--- src/rtl/i2s_speaker_tx.sv ---
// I2S serializer for the Pmod DAC: derives MCLK/SCK/LRCK from clk, captures one L/R pair per 512-clk frame.
// Latency: pair captured at the 511->0 edge; left MSB on sdin during cnt 8..15, right MSB during cnt 264..271.
// No backpressure: free-running; sample_req pulses in the cnt==511 cycle so upstream can update before capture.
module i2s_speaker_tx #(
  parameter int DATA_W = 16
) (
  input  logic              clk,
  input  logic              rst,
  input  logic [DATA_W-1:0] audio_left,
  input  logic [DATA_W-1:0] audio_right,
  input  logic              mute,
  output logic              audio_mclk,
  output logic              audio_sck,
  output logic              audio_lrck,
  output logic              audio_sdin,
  output logic              sample_req
);

  logic [8:0]        cnt;
  logic [8:0]        cnt_nxt;
  logic [DATA_W-1:0] hold_l;
  logic [DATA_W-1:0] hold_r;

  logic [4:0]        slot_nxt;
  logic              half_nxt;
  logic [DATA_W-1:0] word_nxt;
  logic [DATA_W-1:0] word_shift;
  logic [5:0]        bit_idx;
  logic              bit_nxt;

  assign cnt_nxt  = cnt + 9'd1;
  assign slot_nxt = cnt_nxt[7:3];
  assign half_nxt = cnt_nxt[8];

  // Clock outputs are plain counter bits, so they come straight from flops.
  assign audio_mclk = cnt[1];
  assign audio_sck  = cnt[2];
  assign audio_lrck = cnt[8];

  // Pick the data bit for the slot the counter is about to enter; slot 0 is the I2S delay bit.
  always_comb begin
    word_nxt   = half_nxt ? hold_r : hold_l;
    bit_idx    = 6'(DATA_W) - {1'b0, slot_nxt};
    word_shift = word_nxt >> bit_idx;
    bit_nxt    = 1'b0;
    if ((slot_nxt != 5'd0) && ({1'b0, slot_nxt} <= 6'(DATA_W))) begin
      bit_nxt = word_shift[0];
    end
  end

  // Frame counter, sample capture at the frame wrap, and registered sdin/sample_req.
  always_ff @(posedge clk or negedge rst) begin
    if (!rst) begin
      cnt        <= 9'd0;
      hold_l     <= '0;
      hold_r     <= '0;
      audio_sdin <= 1'b0;
      sample_req <= 1'b0;
    end else begin
      cnt <= cnt_nxt;
      // The wrap edge enters slot 0, whose output ignores the holds, so loading here is safe.
      if (cnt == 9'd511) begin
        hold_l <= mute ? '0 : audio_left;
        hold_r <= mute ? '0 : audio_right;
      end
      // bit_nxt only changes when cnt_nxt crosses a slot boundary, i.e. on SCK falling edges.
      audio_sdin <= bit_nxt;
      sample_req <= (cnt_nxt == 9'd511);
    end
  end

endmodule

--- config.mk ---
export PLATFORM = sky130hd
export DESIGN_NAME = i2s_speaker_tx
export DESIGN_NICKNAME = d
export VERILOG_FILES = /design/src/rtl/i2s_speaker_tx.sv
export SDC_FILE = /design/constraint.sdc
export NUM_CORES = 1
export LEC_CHECK = 0
export ABC_CLOCK_PERIOD_IN_PS = 4100
export BUFFER_PORTS_ARGS = -buffer_cell sky130_fd_sc_hd__buf_2
export CAP_MARGIN = 40
export CORE_UTILIZATION = 59
export CTS_BUF_LIST = sky130_fd_sc_hd__clkbuf_2 sky130_fd_sc_hd__clkbuf_4 sky130_fd_sc_hd__clkbuf_8
export DETAILED_ROUTE_END_ITERATION = 7
export PLACE_DENSITY = 0.82
export SYNTH_ARGS = -nofsm -noshare
export SYNTH_HDL_FRONTEND = slang
export SYNTH_SLANG_ARGS = --single-unit
--- constraint.sdc ---
create_clock -name clk -period 4.1 [get_ports clk]
set_input_delay 1.23 -clock clk [delete_from_list [all_inputs] [get_ports clk]]
set_output_delay 1.23 -clock clk [all_outputs]
set_load 0.02 [all_outputs]
# Word-level counts from Yosys, hierarchy flattened

Index checks and enable logic that the tools add are counted.

Bits of input ports: 35
Logic and storage cells: 17
Register bits: 43
Output and inout bits: 5

Reductions and logical operators: 2
Add/subtract/negate cells: 2
Mux-type cells: 4
Order comparisons: 1
Equality and inequality tests: 2
Shift operators: 1

Operators with widths:

| kind                | count |
|---|---|
| $mux 16             | 3 |
| $eq 9x9->1 const B  | 2 |
| $shr 16x6->1        | 1 |
| $add 9x1->9 const B | 1 |
| $sub 5x5->6 const A | 1 |
| $le 5x5->1 const B  | 1 |
| $reduce_bool 5->1   | 1 |
| $logic_and 1x1->1   | 1 |
| $mux 1              | 1 |

# Depth between registers and ports, before layout

Word-level depth: 4
Mapped depth: 13
Depth with buffers taken out: 10

# Worst setup path before layout

No wires, ideal clock.

Kind: reg2reg
From: register cnt[1]
To: register audio_sdin
Path slack: 0.994 ns
Library setup time: 0.082 ns
Stages on the path, launching flop included: 13
Data required time: 4.018 ns
Data arrival time: 3.024 ns
Cells stage by stage: dfrtp_1 > ha_1 > clkbuf_1 > nand3_1 > xnor2_1 > inv_1 > ha_1 > clkbuf_1 > buf_1 > mux4_2 > a22oi_2 > o211ai_1 > a31oi_1

Cells in the longest elaborated chain, start to end: 4
Elaborated cells between the ends (all ways): 8
Those cells by class: 2 x add/sub; 1 x order compare; 1 x shift; 2 x mux; 2 x reduce/logical

RTL lines:

| element                                           | line   | RTL |
|---|---|---|
| from (decl)                                       | 19     | `logic [8:0] cnt;` |
| from (signal assigned)                            | 60     | `cnt <= cnt_nxt;` |
| $add 9x1->9 *                                     | 31     | `assign cnt_nxt = cnt + 9'd1;` |
| net cnt_nxt[4]                                    | 20     | `logic [8:0] cnt_nxt;` |
| $sub 5x5->6, or another cell as far along         | 43     | `bit_idx = 6'(DATA_W) - {1'b0, slot_nxt};` |
| $shr 16x6->1 or $logic_and 1x1->1 (tied branches) | 44, 46 |  |
| $mux 1 *                                          | 46     | `if ((slot_nxt != 5'd0) && ({1'b0, slot_nxt} <= 6'(DATA_W))) begin` |
| net bit_nxt                                       | 29     | `logic bit_nxt;` |
| to (signal assigned)                              | 67     | `audio_sdin <= bit_nxt;` |
| to (decl)                                         | 15     | `output logic audio_sdin,` |

Mark *: on every way through the listed nets, which the timed path passes. The rest lies on a longest branch.
A chain may end at the register's enable or synchronous reset.

# Worst setup path in the final report

From: register cnt[3]
To: register audio_sdin

Cells in the longest elaborated chain, start to end: 4
Elaborated cells between the ends (all ways): 8
Those cells by class: 2 x add/sub; 1 x order compare; 1 x shift; 2 x mux; 2 x reduce/logical

RTL lines:

| element        | line | RTL |
|---|---|---|
| $add 9x1->9    | 31   |  |
| $sub 5x5->6    | 43   |  |
| net bit_idx[0] | 28   | `logic [5:0] bit_idx;` |
| $shr 16x6->1   | 44   | `word_shift = word_nxt >> bit_idx;` |
| $mux 1         | 46   |  |
| net bit_nxt    | 29   |  |

The timed path passes the listed nets, and every way through them passes these cells.

==> results.sh <==
export IMPL_wl_met3_um=177
export IMPL_track_usage_pct=25.7
export IMPL_cts_tree="built"
export IMPL_post_dp_cell_area_um2=2810
export IMPL_clkSlewWorstSetupHoldPaths_ns=0.07
export IMPL_syn_inst=279
export IMPL_cts_setup_buffers=0
export IMPL_antenna_found_initial=0
export IMPL_grt_pass1_wl_mm=8.82
export IMPL_grt_pass1_vias=1898
export IMPL_required_ns=4.25
export IMPL_finalClockSkew_ns=0.00359
export IMPL_hold_viol=0
export IMPL_layout_common_cells="dfrtp_1 (43), inv_1 (41), buf_2 (39)"
export IMPL_gp_congestion=0.911
export IMPL_synth_warnings=0
export IMPL_top_layer="met4"
export IMPL_crit_family="flip-flops"
export IMPL_ys_types=41
export IMPL_post_cts_resized=0
export IMPL_ctsRootBufferMaster="clkbuf_8"
export IMPL_p_per_area_nw_per_um2=247
export IMPL_fin_crit_ns=3.35
export IMPL_crit_type="register to register"
export IMPL_cp_start_kind="register"
export IMPL_status="complete, no violations"
export IMPL_path_max_fanout=21
export IMPL_rsz0062_at_grt="false"
export IMPL_synth_area_leaders="dfrtp_1 (41%), nand3b_1 (9.4%), o21ai_0 (6.9%)"
export IMPL_min_period_over_period_pct=81.7
export IMPL_vias=2114
export IMPL_dieArea_um2=4720
export IMPL_postRouteAntennaNets=0
export IMPL_insertion_delay_ns=0.29
export IMPL_cts_inserted_buffers=5
export IMPL_tightest_slew_ns=0.722
export IMPL_num_antenna_cells=0
export IMPL_grt_overflow_total=0
export IMPL_dr_pass1_iters=5
export IMPL_wire_per_inst_um=15.0
export IMPL_drv_cap=0
export IMPL_area_delta_synth_final_pct=10.6
export IMPL_leakage_nw=1.37
export IMPL_reg2reg_slack_ns=0.75
export IMPL_max_freq_mhz=299
export IMPL_vdd_ir_drop_max_uv=197
export IMPL_max_clock_path_buffers=2
export IMPL_min_path_type="register to register"
export IMPL_synthFlopType="dfrtp_1"
export IMPL_design_area_um2=2900
export IMPL_ys_async_sr_fraction_pct=100
export IMPL_hpwl_mm=3.89
export IMPL_yosysTopAreaCellShare_pct=41.0
export IMPL_drc=0
export IMPL_met2_length_mm=2.58
export IMPL_routed_wl_mm=5.30
export IMPL_layout_commonest_cell="dfrtp_1"
export IMPL_crit_path_top_delay_cell="dfrtp_1"
export IMPL_syn_area_per_cell_um2=9.40
export IMPL_synth_edff_count=0
export IMPL_slowest_delay_ns=0.81
export IMPL_yosysTopAreaCell="dfrtp_1"
export IMPL_vias_per_cell=5.99
export IMPL_critical_path_arrival_ns=3.50
export IMPL_rows=23
export IMPL_relSlewSlack_pct=51.9
export IMPL_fp_dieH_um=68.7
export IMPL_fin_tns_setup_ns=0
export IMPL_ys_seq_area_share_pct=41.0
export IMPL_finalPower_mw=0.717
export IMPL_synth_seq_cells=43
export IMPL_crit_path_frequent_cell="inv_1"
export IMPL_pin_count=40
export IMPL_die_w_um=68.7
export IMPL_initial_core_util_pct=63.3
export IMPL_setup_viol=0
export IMPL_core_area_um2=4140
export IMPL_grt_max_degree=51
export IMPL_portBuffers=39
export IMPL_cp_cell_sequence="inv_1, xnor2_4, inv_1, ha_1, mux4_2, nand2_1, nand3_1, o211ai_1, a31oi_1"
export IMPL_fillers=326
export IMPL_cts_hold_buf=0
export IMPL_drt_iter0_drc=124
export IMPL_timing_hold_ws_ns=0.536
export IMPL_path_buf_inv=2
export IMPL_synth_fp_nets=318
export IMPL_slew_violations=0
export IMPL_drive_gt1_share_pct=21.5
export IMPL_nets=342
export IMPL_htreeDepth=2
export IMPL_cts_sinks=43
export IMPL_met1_length_mm=2.47
export IMPL_end_kind="register"
export IMPL_syn_area_um2=2620
## stage by stage
stage          worst slack [ns]  instances  utilization, %
3_5_place_dp              0.808        346            67.9
3_3_place_gp              0.928        344            66.9
5_1_grt                   0.489        353            70.0
4_1_cts                   0.796        353            70.0
6_report                  0.752        353            70.0
2_1_floorplan             0.994        279               -
## flip-flops by register name, indices dropped and copies added, names as in the netlist
signal / cells
hold_l: 16
sample_req: 1
hold_r: 16
cnt: 9
audio_sdin: 1
## where the power goes
group / leakage [nW] / internal (mW) / switching, mW
Combinational: 0.906 / 0.0176 / 0.0151
Sequential: 0.414 / 0.424 / 0
Clock: 0.0470 / 0.132 / 0.129
Total: 1.37 / 0.573 / 0.144
## path summary, 6_finish.rpt
check                                      start                    end  depth (start not counted)
min in group asynchronous                    rst       cnt[2]$_DFF_PN0_                          1
setup / recovery                cnt[3]$_DFF_PN0_   audio_sdin$_DFF_PN0_                          9
max in group asynchronous                    rst  hold_l[0]$_DFFE_PN0N_                          2
setup reg to reg                cnt[3]$_DFF_PN0_   audio_sdin$_DFF_PN0_                          9
hold reg to reg            hold_l[7]$_DFFE_PN0N_  hold_l[7]$_DFFE_PN0N_                          2
hold / removal             hold_l[7]$_DFFE_PN0N_  hold_l[7]$_DFFE_PN0N_                          2
## tightest hold or removal path: stages, from the launching register on
cell and delay, ns:
dfrtp_1 0.38, inv_1 0.05, o21ai_0 0.07
## cell families (layout without fill, tap and decap cells)
logic type,count (synthesis),count (layout),synth area share (%)
simple gates,79,79,18.7
buf+inv,65,89,10.1
compound gates,61,61,14.6
flops,43,43,41.0
mux,18,18,9.49
xor+xnor,9,9,4.25
fa+ha+maj,4,4,1.91
## area by class of cell
cell class / instances / area, µm² / area share, %
multi-input cells: 171 / 1280 / 44.3
flip-flops and latches: 43 / 1080 / 37.1
repair buffers: 41 / 235 / 8.11
inverters: 41 / 154 / 5.31
clock buffers: 6 / 82.6 / 2.85
well taps: 50 / 62.6 / 2.16
clock inverters: 1 / 5.00 / 0.173
## Yosys cell counts, types with 3 or more instances
master,count
mux4_2,5
buf_2,4
clkbuf_1,14
a21oi_1,3
a2111oi_0,3
inv_1,41
nand4_1,3
mux2i_1,8
o21ai_0,36
nand3_1,6
nor2_1,7
o311a_1,3
mux2_2,5
buf_1,4
dfrtp_1,43
o211ai_1,3
xnor2_1,5
ha_1,4
nand2_1,13
nor3_1,5
nand3b_1,33
## metal layers
metal | track usage [%] | vias up
li1 | - | 1020
met1 | 36.6 | 1036
met2 | 40.7 | 50
met3 | 4.44 | 8
met4 | 6.77 | 0
met5 | 0 | -
(Power assumes the default switching activity.)
